==> src/rtl/llsc_link_ctrl_pkg.sv <==
// -----------------------------------------------------------------------------
// llsc_link_ctrl_pkg
// Shared definitions for the LL/SC link controller:
//   - llsc_state_e     : sequencer state encoding (IDLE/CHECK/STORE/ABORT)
//   - FLUSH_CAUSE_EXC  : flush_cause value that marks an exception flush
//   - WRITE_ENABLE     : active level of register write enables
//   - granule_mask()   : address mask that clears the low lg2 bits
// -----------------------------------------------------------------------------
package llsc_link_ctrl_pkg;

    typedef enum logic [1:0] {
        S_IDLE  = 2'd0,
        S_CHECK = 2'd1,
        S_STORE = 2'd2,
        S_ABORT = 2'd3
    } llsc_state_e;

    localparam logic FLUSH_CAUSE_EXC = 1'b1;
    localparam logic WRITE_ENABLE    = 1'b1;
    localparam int   MAX_ADDR_W      = 64;

    // Mask keeping only the granule-aligned part of an address.
    function automatic logic [MAX_ADDR_W-1:0] granule_mask(input int lg2);
        granule_mask = ~((64'd1 << lg2) - 64'd1);
    endfunction

endpackage

==> src/rtl/llsc_link_reg.sv <==
// -----------------------------------------------------------------------------
// llsc_link_reg
// Holds the LL link bit and the granule-aligned linked address, with the
// priority set/clear logic and the link timeout counter.
//   Priority on the link bit: reset > i_kill > i_ll_set > snoop/timeout/consume.
// Ports:
//   clk, rst        clock, asynchronous active-low reset
//   i_ll_set        LL accepted this cycle
//   i_ll_addr       LL effective address
//   i_kill          exception flush or ERET
//   i_consume       SC finished and consumes the link
//   i_snoop_valid   external write observed
//   i_snoop_addr    external write address
//   o_llbit         current link bit
//   o_link_addr     granule-aligned linked address
// Build option: LLSC_ADDR_CHECK_EN keeps a real linked address and matches
// snoops by granule; without it the address is tied 0 and any snoop clears.
// -----------------------------------------------------------------------------
module llsc_link_reg
    import llsc_link_ctrl_pkg::*;
#(
    parameter int ADDR_W       = 32,
    parameter int GRANULE_LG2  = 2,
    parameter int LINK_TIMEOUT = 0
) (
    input  logic              clk,
    input  logic              rst,
    input  logic              i_ll_set,
    input  logic [ADDR_W-1:0] i_ll_addr,
    input  logic              i_kill,
    input  logic              i_consume,
    input  logic              i_snoop_valid,
    input  logic [ADDR_W-1:0] i_snoop_addr,
    output logic              o_llbit,
    output logic [ADDR_W-1:0] o_link_addr
);

    localparam int CNT_W = (LINK_TIMEOUT > 1) ? $clog2(LINK_TIMEOUT) : 1;
    localparam logic [CNT_W-1:0]  CNT_LAST     = CNT_W'(LINK_TIMEOUT - 1);
    localparam logic [ADDR_W-1:0] GRANULE_MASK = ADDR_W'(granule_mask(GRANULE_LG2));

    logic             r_llbit;
    logic [CNT_W-1:0] r_cnt;
    logic             w_llbit_nxt;
    logic [CNT_W-1:0] w_cnt_nxt;
    logic             w_snoop_hit;
    logic             w_timeout;

`ifdef LLSC_ADDR_CHECK_EN
    logic [ADDR_W-1:0] r_link_addr;

    assign w_snoop_hit = i_snoop_valid && ((i_snoop_addr & GRANULE_MASK) == r_link_addr);

    always_ff @(posedge clk or negedge rst) begin
        if (!rst) begin
            r_link_addr <= '0;
        end else if ((i_ll_set == WRITE_ENABLE) && !i_kill) begin
            r_link_addr <= i_ll_addr & GRANULE_MASK;
        end
    end

    assign o_link_addr = r_link_addr;
`else
    // Single-core build: no address kept, so any external write is a hit.
    logic w_unused_addr;
    assign w_unused_addr = ^{i_ll_addr, i_snoop_addr, GRANULE_MASK};
    assign w_snoop_hit   = i_snoop_valid;
    assign o_link_addr   = '0;
`endif

    // The counter value LINK_TIMEOUT-1 is the last cycle the link survives.
    assign w_timeout = (LINK_TIMEOUT != 0) && r_llbit && (r_cnt == CNT_LAST);

    always_comb begin
        // NOTE: hold values are assigned first so no path leaves a signal
        // unassigned; otherwise synthesis would infer a latch.
        w_llbit_nxt = r_llbit;
        w_cnt_nxt   = r_cnt;

        if (i_kill) begin
            w_llbit_nxt = 1'b0;
        end else if (i_ll_set) begin
            w_llbit_nxt = 1'b1;
        end else if (w_snoop_hit || w_timeout || i_consume) begin
            w_llbit_nxt = 1'b0;
        end

        // Counter restarts on LL and saturates at its last value.
        if (i_ll_set) begin
            w_cnt_nxt = '0;
        end else if (r_llbit && (r_cnt != CNT_LAST)) begin
            w_cnt_nxt = r_cnt + CNT_W'(1);
        end
    end

    always_ff @(posedge clk or negedge rst) begin
        // NOTE: non-blocking assignments so every flop samples pre-edge values.
        if (!rst) begin
            r_llbit <= 1'b0;
            r_cnt   <= '0;
        end else begin
            r_llbit <= w_llbit_nxt;
            r_cnt   <= w_cnt_nxt;
        end
    end

    assign o_llbit = r_llbit;

endmodule

==> src/rtl/llsc_link_ctrl.sv <==
// -----------------------------------------------------------------------------
// llsc_link_ctrl
// Sequences LL/SC atomics for the MEM stage. LL sets the link; SC is checked
// against the link, issues the conditional store on the data-bus handshake,
// stalls the pipeline until it resolves and returns the 0/1 result.
// Ports:
//   clk, rst                  clock, asynchronous active-low reset
//   ll_req, sc_req, mem_addr  MEM-stage LL pulse / held SC request, address
//   flush, flush_cause, eret  pipeline flush (cause 1 = exception), ERET
//   snoop_valid, snoop_addr   external write observed
//   bus_req / bus_ack         conditional-store handshake
//   sc_stall                  pipeline hold
//   sc_done, sc_result        registered SC completion pulse and result
//   llbit_o, link_addr_o      link state
// Build option: LLSC_ADDR_CHECK_EN enables address comparison on SC and snoop.
// -----------------------------------------------------------------------------
module llsc_link_ctrl
    import llsc_link_ctrl_pkg::*;
#(
    parameter int ADDR_W       = 32,
    parameter int GRANULE_LG2  = 2,
    parameter int LINK_TIMEOUT = 0
) (
    input  logic              clk,
    input  logic              rst,
    input  logic              ll_req,
    input  logic              sc_req,
    input  logic [ADDR_W-1:0] mem_addr,
    input  logic              flush,
    input  logic              flush_cause,
    input  logic              eret,
    input  logic              snoop_valid,
    input  logic [ADDR_W-1:0] snoop_addr,
    output logic              bus_req,
    input  logic              bus_ack,
    output logic              sc_stall,
    output logic              sc_done,
    output logic              sc_result,
    output logic              llbit_o,
    output logic [ADDR_W-1:0] link_addr_o
);

    llsc_state_e       r_state;
    llsc_state_e       w_state_nxt;
    logic              r_sc_done;
    logic              r_sc_result;
    logic              w_done_nxt;
    logic              w_result_nxt;
    logic              w_consume;
    logic              w_ll_set;
    logic              w_kill;
    logic              w_any_flush;
    logic              w_match;
    logic              w_llbit;
    logic [ADDR_W-1:0] w_link_addr;

    assign w_kill      = (flush && (flush_cause == FLUSH_CAUSE_EXC)) || eret;
    assign w_any_flush = flush || eret;

`ifdef LLSC_ADDR_CHECK_EN
    localparam logic [ADDR_W-1:0] GRANULE_MASK = ADDR_W'(granule_mask(GRANULE_LG2));
    assign w_match = w_llbit && ((mem_addr & GRANULE_MASK) == w_link_addr);
`else
    assign w_match = w_llbit;
`endif

    llsc_link_reg #(
        .ADDR_W       (ADDR_W),
        .GRANULE_LG2  (GRANULE_LG2),
        .LINK_TIMEOUT (LINK_TIMEOUT)
    ) u_link_reg (
        .clk           (clk),
        .rst           (rst),
        .i_ll_set      (w_ll_set),
        .i_ll_addr     (mem_addr),
        .i_kill        (w_kill),
        .i_consume     (w_consume),
        .i_snoop_valid (snoop_valid),
        .i_snoop_addr  (snoop_addr),
        .o_llbit       (w_llbit),
        .o_link_addr   (w_link_addr)
    );

    always_comb begin
        w_state_nxt  = r_state;
        bus_req      = 1'b0;
        sc_stall     = 1'b0;
        w_done_nxt   = 1'b0;
        w_result_nxt = 1'b0;
        w_consume    = 1'b0;
        w_ll_set     = 1'b0;

        case (r_state)
            S_IDLE: begin
                // While sc_done is up the finished SC is still presented;
                // it leaves MEM this cycle and must not restart.
                if (sc_req && !r_sc_done && !w_any_flush) begin
                    sc_stall    = 1'b1;
                    w_state_nxt = S_CHECK;
                end else if (ll_req && !sc_req) begin
                    w_ll_set = 1'b1;
                end
            end
            S_CHECK: begin
                sc_stall = 1'b1;
                if (w_any_flush) begin
                    w_state_nxt = S_IDLE;
                end else if (w_match) begin
                    w_state_nxt = S_STORE;
                end else begin
                    w_done_nxt  = 1'b1;
                    w_consume   = 1'b1;
                    w_state_nxt = S_IDLE;
                end
            end
            S_STORE: begin
                bus_req  = 1'b1;
                sc_stall = 1'b1;
                // A request on the bus is never withdrawn before its ack.
                if (w_any_flush) begin
                    w_state_nxt = bus_ack ? S_IDLE : S_ABORT;
                end else if (bus_ack) begin
                    w_done_nxt   = 1'b1;
                    w_result_nxt = 1'b1;
                    w_consume    = 1'b1;
                    w_state_nxt  = S_IDLE;
                end
            end
            S_ABORT: begin
                // Pipeline runs again; only the orphaned store is drained.
                bus_req  = 1'b1;
                w_ll_set = ll_req && !sc_req;
                if (bus_ack) begin
                    w_state_nxt = S_IDLE;
                end
            end
            default: w_state_nxt = S_IDLE;
        endcase
    end

    always_ff @(posedge clk or negedge rst) begin
        if (!rst) begin
            r_state     <= S_IDLE;
            r_sc_done   <= 1'b0;
            r_sc_result <= 1'b0;
        end else begin
            r_state     <= w_state_nxt;
            r_sc_done   <= w_done_nxt;
            r_sc_result <= w_result_nxt;
        end
    end

    assign sc_done     = r_sc_done;
    assign sc_result   = r_sc_result;
    assign llbit_o     = w_llbit;
    assign link_addr_o = w_link_addr;

endmodule
==> config.mk <==
export PLATFORM = sky130hd
export DESIGN_NAME = llsc_link_ctrl
export DESIGN_NICKNAME = d
export VERILOG_FILES = /design/src/rtl/llsc_link_ctrl_pkg.sv /design/src/rtl/llsc_link_reg.sv /design/src/rtl/llsc_link_ctrl.sv
export SDC_FILE = /design/constraint.sdc
export NUM_CORES = 1
export LEC_CHECK = 0
export ABC_AREA = 1
export ABC_CLOCK_PERIOD_IN_PS = 2100
export CORE_ASPECT_RATIO = 1.2
export CORE_MARGIN = 1.5
export CORE_UTILIZATION = 23
export CTS_BUF_LIST = sky130_fd_sc_hd__clkbuf_4
export CTS_CLUSTER_DIAMETER = 30
export CTS_CLUSTER_SIZE = 14
export DETAILED_ROUTE_END_ITERATION = 8
export GPL_TIMING_DRIVEN = 1
export PLACE_DENSITY = 0.9
export SLEW_MARGIN = 10
export SYNTH_ARGS = -nofsm -noshare
export SYNTH_HDL_FRONTEND = slang
export SYNTH_SLANG_ARGS = --single-unit
==> constraint.sdc <==
create_clock -name clk -period 2.1 [get_ports clk]
set_clock_uncertainty 0.2 [all_clocks]
set_input_delay 0.525 -clock clk [delete_from_list [all_inputs] [get_ports clk]]
set_output_delay 0.525 -clock clk [all_outputs]
set_load 0.05 [all_outputs]
Word-level counts from Yosys, hierarchy flattened. Cells that the tools add are included.

Word-level logic and storage cells: 44. Output and inout bits: 37. Register bits: 5.

Equality and inequality tests: 4. Reductions and logical operators: 14. Muxes and demuxes: 22.

Operators with widths (number): 1-bit 2-to-1 mux (12); 2-bit 2-to-1 mux (6); 2-bit one-hot mux with 4 select lines (1); 1-bit one-hot mux with 2 select lines (3); 2-bit equality test (second input constant) (2); 1-bit logical AND (4); 2-bit OR reduction (2); 1-bit zero test (3); 1-bit logical OR (3); 3-bit nonzero test (1); 2-bit by 1-bit equality test with 1-bit output (second input constant) (1); 2-bit zero test (1); 2-bit inequality test (second input constant) (1).

Depth between registers and ports, before layout. Gate-level depths: netlist (run 1).

Word-level depth: 7. Gate-level depth with buffers: 10. Depth with buffers taken out: 10.

Cells and area by module. Synthesis (run 1) repeated with hierarchy kept, for this count alone.

Cell total of the unflattened synthesis: 93. Area, all modules: 654.4 um^2.

By module, submodules not included: llsc_link_ctrl (area each 359.1 um^2, cells an instance 53, instances 1, sequential area each 100.1 um^2); llsc_link_reg (area each 295.3 um^2, cells an instance 40, instances 1, sequential area each 25.0 um^2).

Worst setup path before layout (run 1). OpenSTA, ideal clock, no wires.

Path type: flip-flop to output port. Start point: reg r_state[0]. End point: out sc_stall. Stages on the path, launching flop included: 5. Data arrival time: 1.614 ns. Path slack: -0.239 ns. Required time: 1.375 ns. Cell sequence: dfrtp_1 -> inv_1 -> ha_1 -> inv_1 -> a21oi_1.

Longest elaborated chain between the ends: 3. Elaborated cells between the ends (all ways): 5. Those cells by class: eq/ne: 2; mux: 1; reduce/logical: 2.

Ends and longest elaborated chain: start, declared (RTL line llsc_link_ctrl.sv:43) `llsc_state_e r_state;`; start signal, assigned (RTL line llsc_link_ctrl.sv:147) `r_state <= w_state_nxt;`; 2-bit equality test / 2-bit by 1-bit equality test with 1-bit output (equally long branches) (RTL line llsc_link_ctrl.sv:93) `case (r_state)`; 2-bit OR reduction (no source line); 1-bit one-hot mux with 2 select lines * (RTL line llsc_link_ctrl.sv:93); end, declared (RTL line llsc_link_ctrl.sv:36) `output logic sc_stall,`.

Every way passes the cells marked *; elsewhere a longest branch is shown, timed or not.

Worst setup path after layout (run 1). Same ends and word-level chain as after synthesis.

==> results of run 1 <==
==> power by group through the flow <==
stage          clock network (mW)  logic [mW]  registers (mW)
2_1_floorplan                   0       0.362           0.142
3_3_place_gp                    0       0.428           0.132
5_1_grt                     0.136       0.591           0.139
4_1_cts                     0.128       0.520           0.132
3_5_place_dp                    0       0.438           0.135
6_report                    0.121       0.563           0.138
==> synthesized netlist by cell type, types with 2 or more instances <==
cell / instances
inv_1: 12
dfrtp_1: 5
inv_2: 2
nand2_1: 22
ha_1: 5
nor2_1: 3
nand2_2: 5
nor2_2: 2
buf_4: 32
a21oi_2: 2
nand3_1: 5
==> through the flow <==
step           cells  setup TNS, ps  power (mW)  instance area [um^2]
6_report         164              0       0.822                   943
5_1_grt          164          -59.9       0.866                   943
4_1_cts          161              0       0.780                   902
3_5_place_dp     151           -211       0.573                   785
3_3_place_gp     151           -197       0.561                   785
2_1_floorplan    131              0       0.503                   815
==> how the worst min path moves through the flow <==
stage	startpoint	endpoint
floorplan	rst	r_state[0]
global placement	r_state[1]	r_state[1]
detailed placement	r_state[1]	r_state[1]
CTS	rst	u_link_reg.o_llbit
global route	rst	sc_done
finish	rst	sc_done
==> repair_timing <==
action                                  in CTS  in global routing
pin swaps                                    1                  2
endpoints found under the hold margin        0                  0
resized for setup                           17                  4
setup buffers                                6                  3
hold buffers                                 0                  0
endpoints found under the setup margin       2                  2
==> final cells by class <==
type                    instances  area (um^2)
clock buffers                   4         30.0
fillers                       306         1890
flip-flops and latches          5          126
repair buffers                 27          250
multi-input cells              80          439
well taps                      34         42.5
inverters                      14         55.1
==> cells by family (layout without fill, tap and decap cells) <==
family                     after synthesis  count (layout)
AOI/OAI and AO/OA                        4               4
adders and majority gates                5               5
buffers and inverters                   46              45
DFF                                      5               5
other                                    1              32
and+or+nand+nor                         39              39
==> critical path, stage by stage (launching register included) <==
cell and delay [ps]:
dfrtp_2 450, buf_6 140, ha_4 150, buf_6 120
a21oi_4 130, buf_12 150
==> cell usage in the layout (no fill, tap or decap), drive strengths merged <==
cell	count
clkdlybuf4s50	5
ha	5
a21oi	3
dlygate4sd2	3
or2	1
clkbuf	4
nor2	6
nand3	5
nand2	27
conb	32
inv	14
buf	19
o211ai	1
dfrtp	5
==> flip-flops by register name, summed over array words and instances, names as in the netlist <==
| signal | count |
|---|---|
| sc_result | 1 |
| u_link_reg.o_llbit | 1 |
| sc_done | 1 |
| r_state | 2 |
==> per-layer routing <==
metal / part of all wire / track usage / vias to the layer above
met5: 0 / 0 / -
met4: 0.026 / 0.0897 / 0
met3: 0.070 / 0.0118 / 4
met2: 0.55 / 0.141 / 30
met1: 0.36 / 0.0860 / 259
li1: - / - / 295
==> key figures, run 1 <==
GRT
  • GRT Total Usage: 0.0861
  • Largest net degree at the start of global routing: 6
  • Total global routing overflow: 0
  • Vias in the first global route: 507
  • First-pass GRT wire length: 2030 um
  • Initial antenna violation count: 0

Logic synthesis
  • Synth Area in Simple Gates: 0.259
  • Syn_area_per_cell: 6.94 um^2
  • Main combinational cell family by area after synthesis: buffers and inverters
  • Yosys top cell by area: buf_4
  • Synth Area in XOR/XNOR: 0
  • Top_reg_cell synth: dfrtp_1
  • Post-synth EDFFs: 0
  • Complex-gate fraction of the synthesized area: 0.0432
  • YS warnings: 0
  • Register area share after synthesis: 0.180
  • Synth Area in Adders: 0.0901
  • Area contributors post-synth: buf_4 (35%), dfrtp_1 (18%), nand2_1 (12%), ha_1 (9.0%), inv_1 (6.5%)
  • Async S/R FF share, synth: 1.00
  • Cell area after synthesis: 694 um^2
  • Post-synth top area share: 0.346
  • Gate Count Post-Synth: 100
  • Post-synthesis cell type count: 16
  • Seq cells post-synth: 5
  • Mux cell area share after synthesis: 0

Clock network
  • TritonCTS clock tree: yes
  • Clk pin slew, worst setup/hold paths: 40 ps
  • Max Buffers Root-to-Sink: 2
  • CTS Buf Count: 3
  • H-tree depth: 1
  • CTS root buffer: clkbuf_4
  • Clock sink count: 5
  • Clk_lat worst skew: 240 ps

Cells and area
  • Area grow syn2layout: 35.9%
  • Layout cell share with drive strength beyond 1: 0.346
  • Post-layout util: 0.332
  • Layout Nets: 209
  • Antenna Cells: 0

Setup path
  • Crit path to: sc_stall
  • Worst Setup End Kind: primary output
  • Reg-to-Reg End: r_state[1]
  • CP Launch Point: r_state[0]
  • Crit path DAT: 1370 ps
  • Critical path fanouts, max: 5
  • Setup CP Type: reg -> out
  • CP Data Required Time: 1370 ps
  • R2R setup slack: 360 ps
  • Worst Setup Start Kind: flip-flop
  • Number of cells on the worst reg-to-reg path: 11
  • Worst flop-to-flop path startpoint: r_state[0]

Floorplanning
  • Initial Utilization: 0.245
  • Die X: 53.2 um
  • Num rows: 21
  • IO Count: 110
  • Total core area: 0.00284 mm^2
  • Die area: 0.00336 mm^2
  • Die H: 63.2 um

Power and ir drop
  • Pwr Density: 871 mW/mm^2
  • Int Pwr: 0.408 mW
  • Clock Power Share: 0.147
  • VDD IR-drop max: 579 uV
  • Reg power frac: 0.168
  • Lkg Pwr: 0.530 nW
  • Comb power frac: 0.685
  • Sw Share: 0.503
  • NetSw: 0.413 mW

STA
  • Final period util: 0.995
  • RSZ-0062 raised after global routing: yes
  • Final hold vios: 0
  • Slew Limit Fails: 0
  • Fmax: 478 MHz
  • WHS: 316 ps
  • Slack of the critical path: 9.66 ps
  • Minimum clock period: 2090 ps
  • Setup-failing EPs final: 0

Route
  • Vias per std cell: 3.59
  • DRC: 0
  • Detail Route Antenna Nets: 0
  • Drt pass-1 iters: 4
  • Initial drt markers: 11
  • Vias: 588
  • Wire length per cell: 8.50 um
  • Routed wire length: 1390 um

Placement
  • Port bufs: 13
  • Placer Congestion: 0.802
  • Hpwl dp: 1000 um
  • Pre-CTS setup slack: -211 ps

Run status
  • Status: complete, no violations

Hold path
  • HP Class: in -> async

Job
  • Max Cap Viol: 0
(Power assumes the default switching activity.)
==> inputs of run 2 (changes only) <==
--- a/config.mk
+++ b/config.mk
@@ -7,9 +7,8 @@
 export LEC_CHECK = 0
 export ABC_AREA = 1
 export ABC_CLOCK_PERIOD_IN_PS = 2100
-export CORE_ASPECT_RATIO = 1.2
 export CORE_MARGIN = 1.5
-export CORE_UTILIZATION = 23
+export CORE_UTILIZATION = 22
 export CTS_BUF_LIST = sky130_fd_sc_hd__clkbuf_4
 export CTS_CLUSTER_DIAMETER = 30
 export CTS_CLUSTER_SIZE = 14
@@ -19,4 +18,5 @@
 export SLEW_MARGIN = 10
 export SYNTH_ARGS = -nofsm -noshare
 export SYNTH_HDL_FRONTEND = slang
+export SYNTH_HIERARCHICAL = 1
 export SYNTH_SLANG_ARGS = --single-unit
==> run 2 against run 1 <==
Maximum frequency up 0.70%. Largest cell class unchanged. Clock-buffer cell count unchanged. Global-route usage down 1.6 points. Final cell count down 10%. Flip-flop and latch count unchanged. Power down 17%. Synthesized cell count down 7.0%. Non-clock buffer count down 7. Synthesized area down 5.8%. Wire length down 17%. Via count down 12%. Highest routed layer is now met3.
==> key figures, run 2 <==
Setup path
  • Worst flop-to-flop path startpoint: r_state[1]
  • Reg-to-Reg End: u_link_reg/o_llbit
  • CP Data Required Time: 1370 ps
  • Number of cells on the worst reg-to-reg path: 7
  • Crit path DAT: 1350 ps
  • Critical path fanouts, max: 2
  • Setup CP Type: in -> out
  • Worst Setup End Kind: primary output
  • R2R setup slack: 410 ps
  • Worst Setup Start Kind: input pin

Cells and area
  • Commonest non-fill, non-tap cell in the layout: conb_1
  • Antenna Cells: 0
  • Layout Nets: 195
  • Final cell count without fillers: 147
  • Max reg flops: 2
  • Area grow syn2layout: 23.9%
  • Most frequent cells in the layout: conb_1 (32), nand2_1 (17), buf_4 (10)
  • Layout cell share with drive strength beyond 1: 0.233
  • Top reg by flops: r_state

Logic synthesis
  • Yosys top cell by area: buf_4
  • Async S/R FF share, synth: 1.00
  • Post-synth EDFFs: 0
  • YS warnings: 6
  • Cell area after synthesis: 654 um^2
  • Top cells by count, synth: buf_4 (32), nand2_1 (18), inv_1 (14)
  • Post-synth top area share: 0.367
  • Post-synthesis cell type count: 16
  • Top_reg_cell synth: dfrtp_1
  • Gate Count Post-Synth: 93
  • Syn_area_per_cell: 7.04 um^2
  • Area contributors post-synth: buf_4 (37%), dfrtp_1 (19%), nand2_1 (10%), ha_1 (9.6%), inv_1 (8.0%)
  • Most common cell in the netlist: buf_4
  • Seq cells post-synth: 5
  • Register area share after synthesis: 0.191

STA
  • Final period util: 0.988
  • Slack of the critical path: 24.2 ps
  • Fmax: 482 MHz
  • Slew Limit Fails: 0
  • Final hold vios: 0
  • Setup-failing EPs final: 0
  • RSZ-0062 raised after global routing: yes
  • WHS: 301 ps
  • Minimum clock period: 2080 ps

Floorplanning
  • Die X: 57.5 um
  • Initial Utilization: 0.235
  • IO Count: 110
  • Total core area: 0.00278 mm^2
  • Die area: 0.00331 mm^2
  • Die H: 57.5 um
  • Num rows: 19

Placement
  • Port bufs: 13
  • Placer Congestion: 0.893
  • Pre-CTS setup slack: -216 ps
  • Hpwl dp: 996 um
  • DP Cell Count: 142

Power and ir drop
  • VDD IR-drop max: 446 uV
  • Pwr Density: 840 mW/mm^2
  • Lkg Pwr: 0.465 nW

Clock network
  • Max Buffers Root-to-Sink: 2
  • TritonCTS clock tree: yes
  • CTS root buffer: clkbuf_4
  • CTS Buf Count: 3
  • CTS Hold Bufs: 0
  • Clock sink count: 5
  • Clk pin slew, worst setup/hold paths: 40 ps
  • Clk_lat worst skew: 240 ps
  • H-tree depth: 1

Route
  • Drt pass-1 iters: 4
  • Wire length per cell: 7.85 um
  • Detail Route Antenna Nets: 0
  • Vias: 520
  • DRC: 0
  • Initial drt markers: 9
  • Vias per std cell: 3.54
  • Routed wire length: 1150 um

Hold path
  • HP Class: in -> async

GRT
  • Initial antenna violation count: 0
  • Largest net degree at the start of global routing: 7
  • Total global routing overflow: 0
  • Vias in the first global route: 409
  • GRT Total Usage: 0.0699
  • First-pass GRT wire length: 1790 um

Job
  • Max Cap Viol: 0

Run status
  • Status: complete, no violations
run 2: cell count changes in the layout (fill, tap and decap cells not counted), moves of 3 or more:
cell / delta
buf_4: -4
nand2_1: -5
buf_6: -3
nand3_1: +3
nand2_2: -3
run 2: worst max-delay path, cell delays in order:
cell and delay [ps]:
dlygate4sd2_1 270, nor2_4 90, nand4_1 100, a21oi_2 200, buf_12 160
run 2: routing by layer:
metal | track usage | wire [um]
met4 | 0.0299 | 0
met2 | 0.107 | 594
met1 | 0.0924 | 454
met5 | 0 | 0
met3 | 0.0181 | 106
run 2: through the flow:
step	cell area (um^2)	setup TNS, ps	utilization	power (mW)
final	811	0	0.291	0.681
after CTS	803	-14.3	0.289	0.674
after detailed placement	761	-216	0.274	0.530
after floorplan	774	0	-	0.453
after global routing	811	-64.4	0.291	0.722
after global placement	761	-219	0.274	0.527
run 2: cell families (layout without fill, tap and decap cells):
kind of cell / after synthesis / in the layout / share of synthesized area
buf+inv: 46 / 38 / 0.447
simple gates: 32 / 32 / 0.222
fa+ha+maj: 5 / 5 / 0.0956
flops: 5 / 5 / 0.191
compound gates: 4 / 4 / 0.0382
other cells: 1 / 32 / 0.00573
run 2: final cells by class:
class                   instances  area, um^2
multi-input cells              73         372
well taps                      31        38.8
repair buffers                 20         193
clock buffers                   4        30.0
flip-flops and latches          5         125
fillers                       318        1970
inverters                      14        52.6
run 2: what timing repair did:
item / CTS / global route
resized for setup: 9 / 3
endpoints found under the setup margin: 2 / 2
gates cloned: 0 / 0
pin swaps: 4 / 3
hold endpoints to repair: 0 / 0
setup buffers: 0 / 1
run 2: power breakdown:
group / internal, mW / switching (mW) / total [mW]
clock: 0.0847 / 0.0396 / 0.124
sequential: 0.111 / 0.0118 / 0.123
combinational: 0.138 / 0.296 / 0.434
total: 0.334 / 0.347 / 0.681
run 2: worst max path at each step:
stage / cells after the start / start / slack (ps) / endpoint
after floorplan: 4 / r_state[0] / 40 / sc_stall
after global placement: 5 / flush / -220 / sc_stall
after detailed placement: 5 / flush / -220 / sc_stall
after CTS: 5 / r_state[1] / -10 / sc_stall
after global routing: 5 / r_state[0] / -40 / sc_stall
final: 5 / flush / 20 / sc_stall
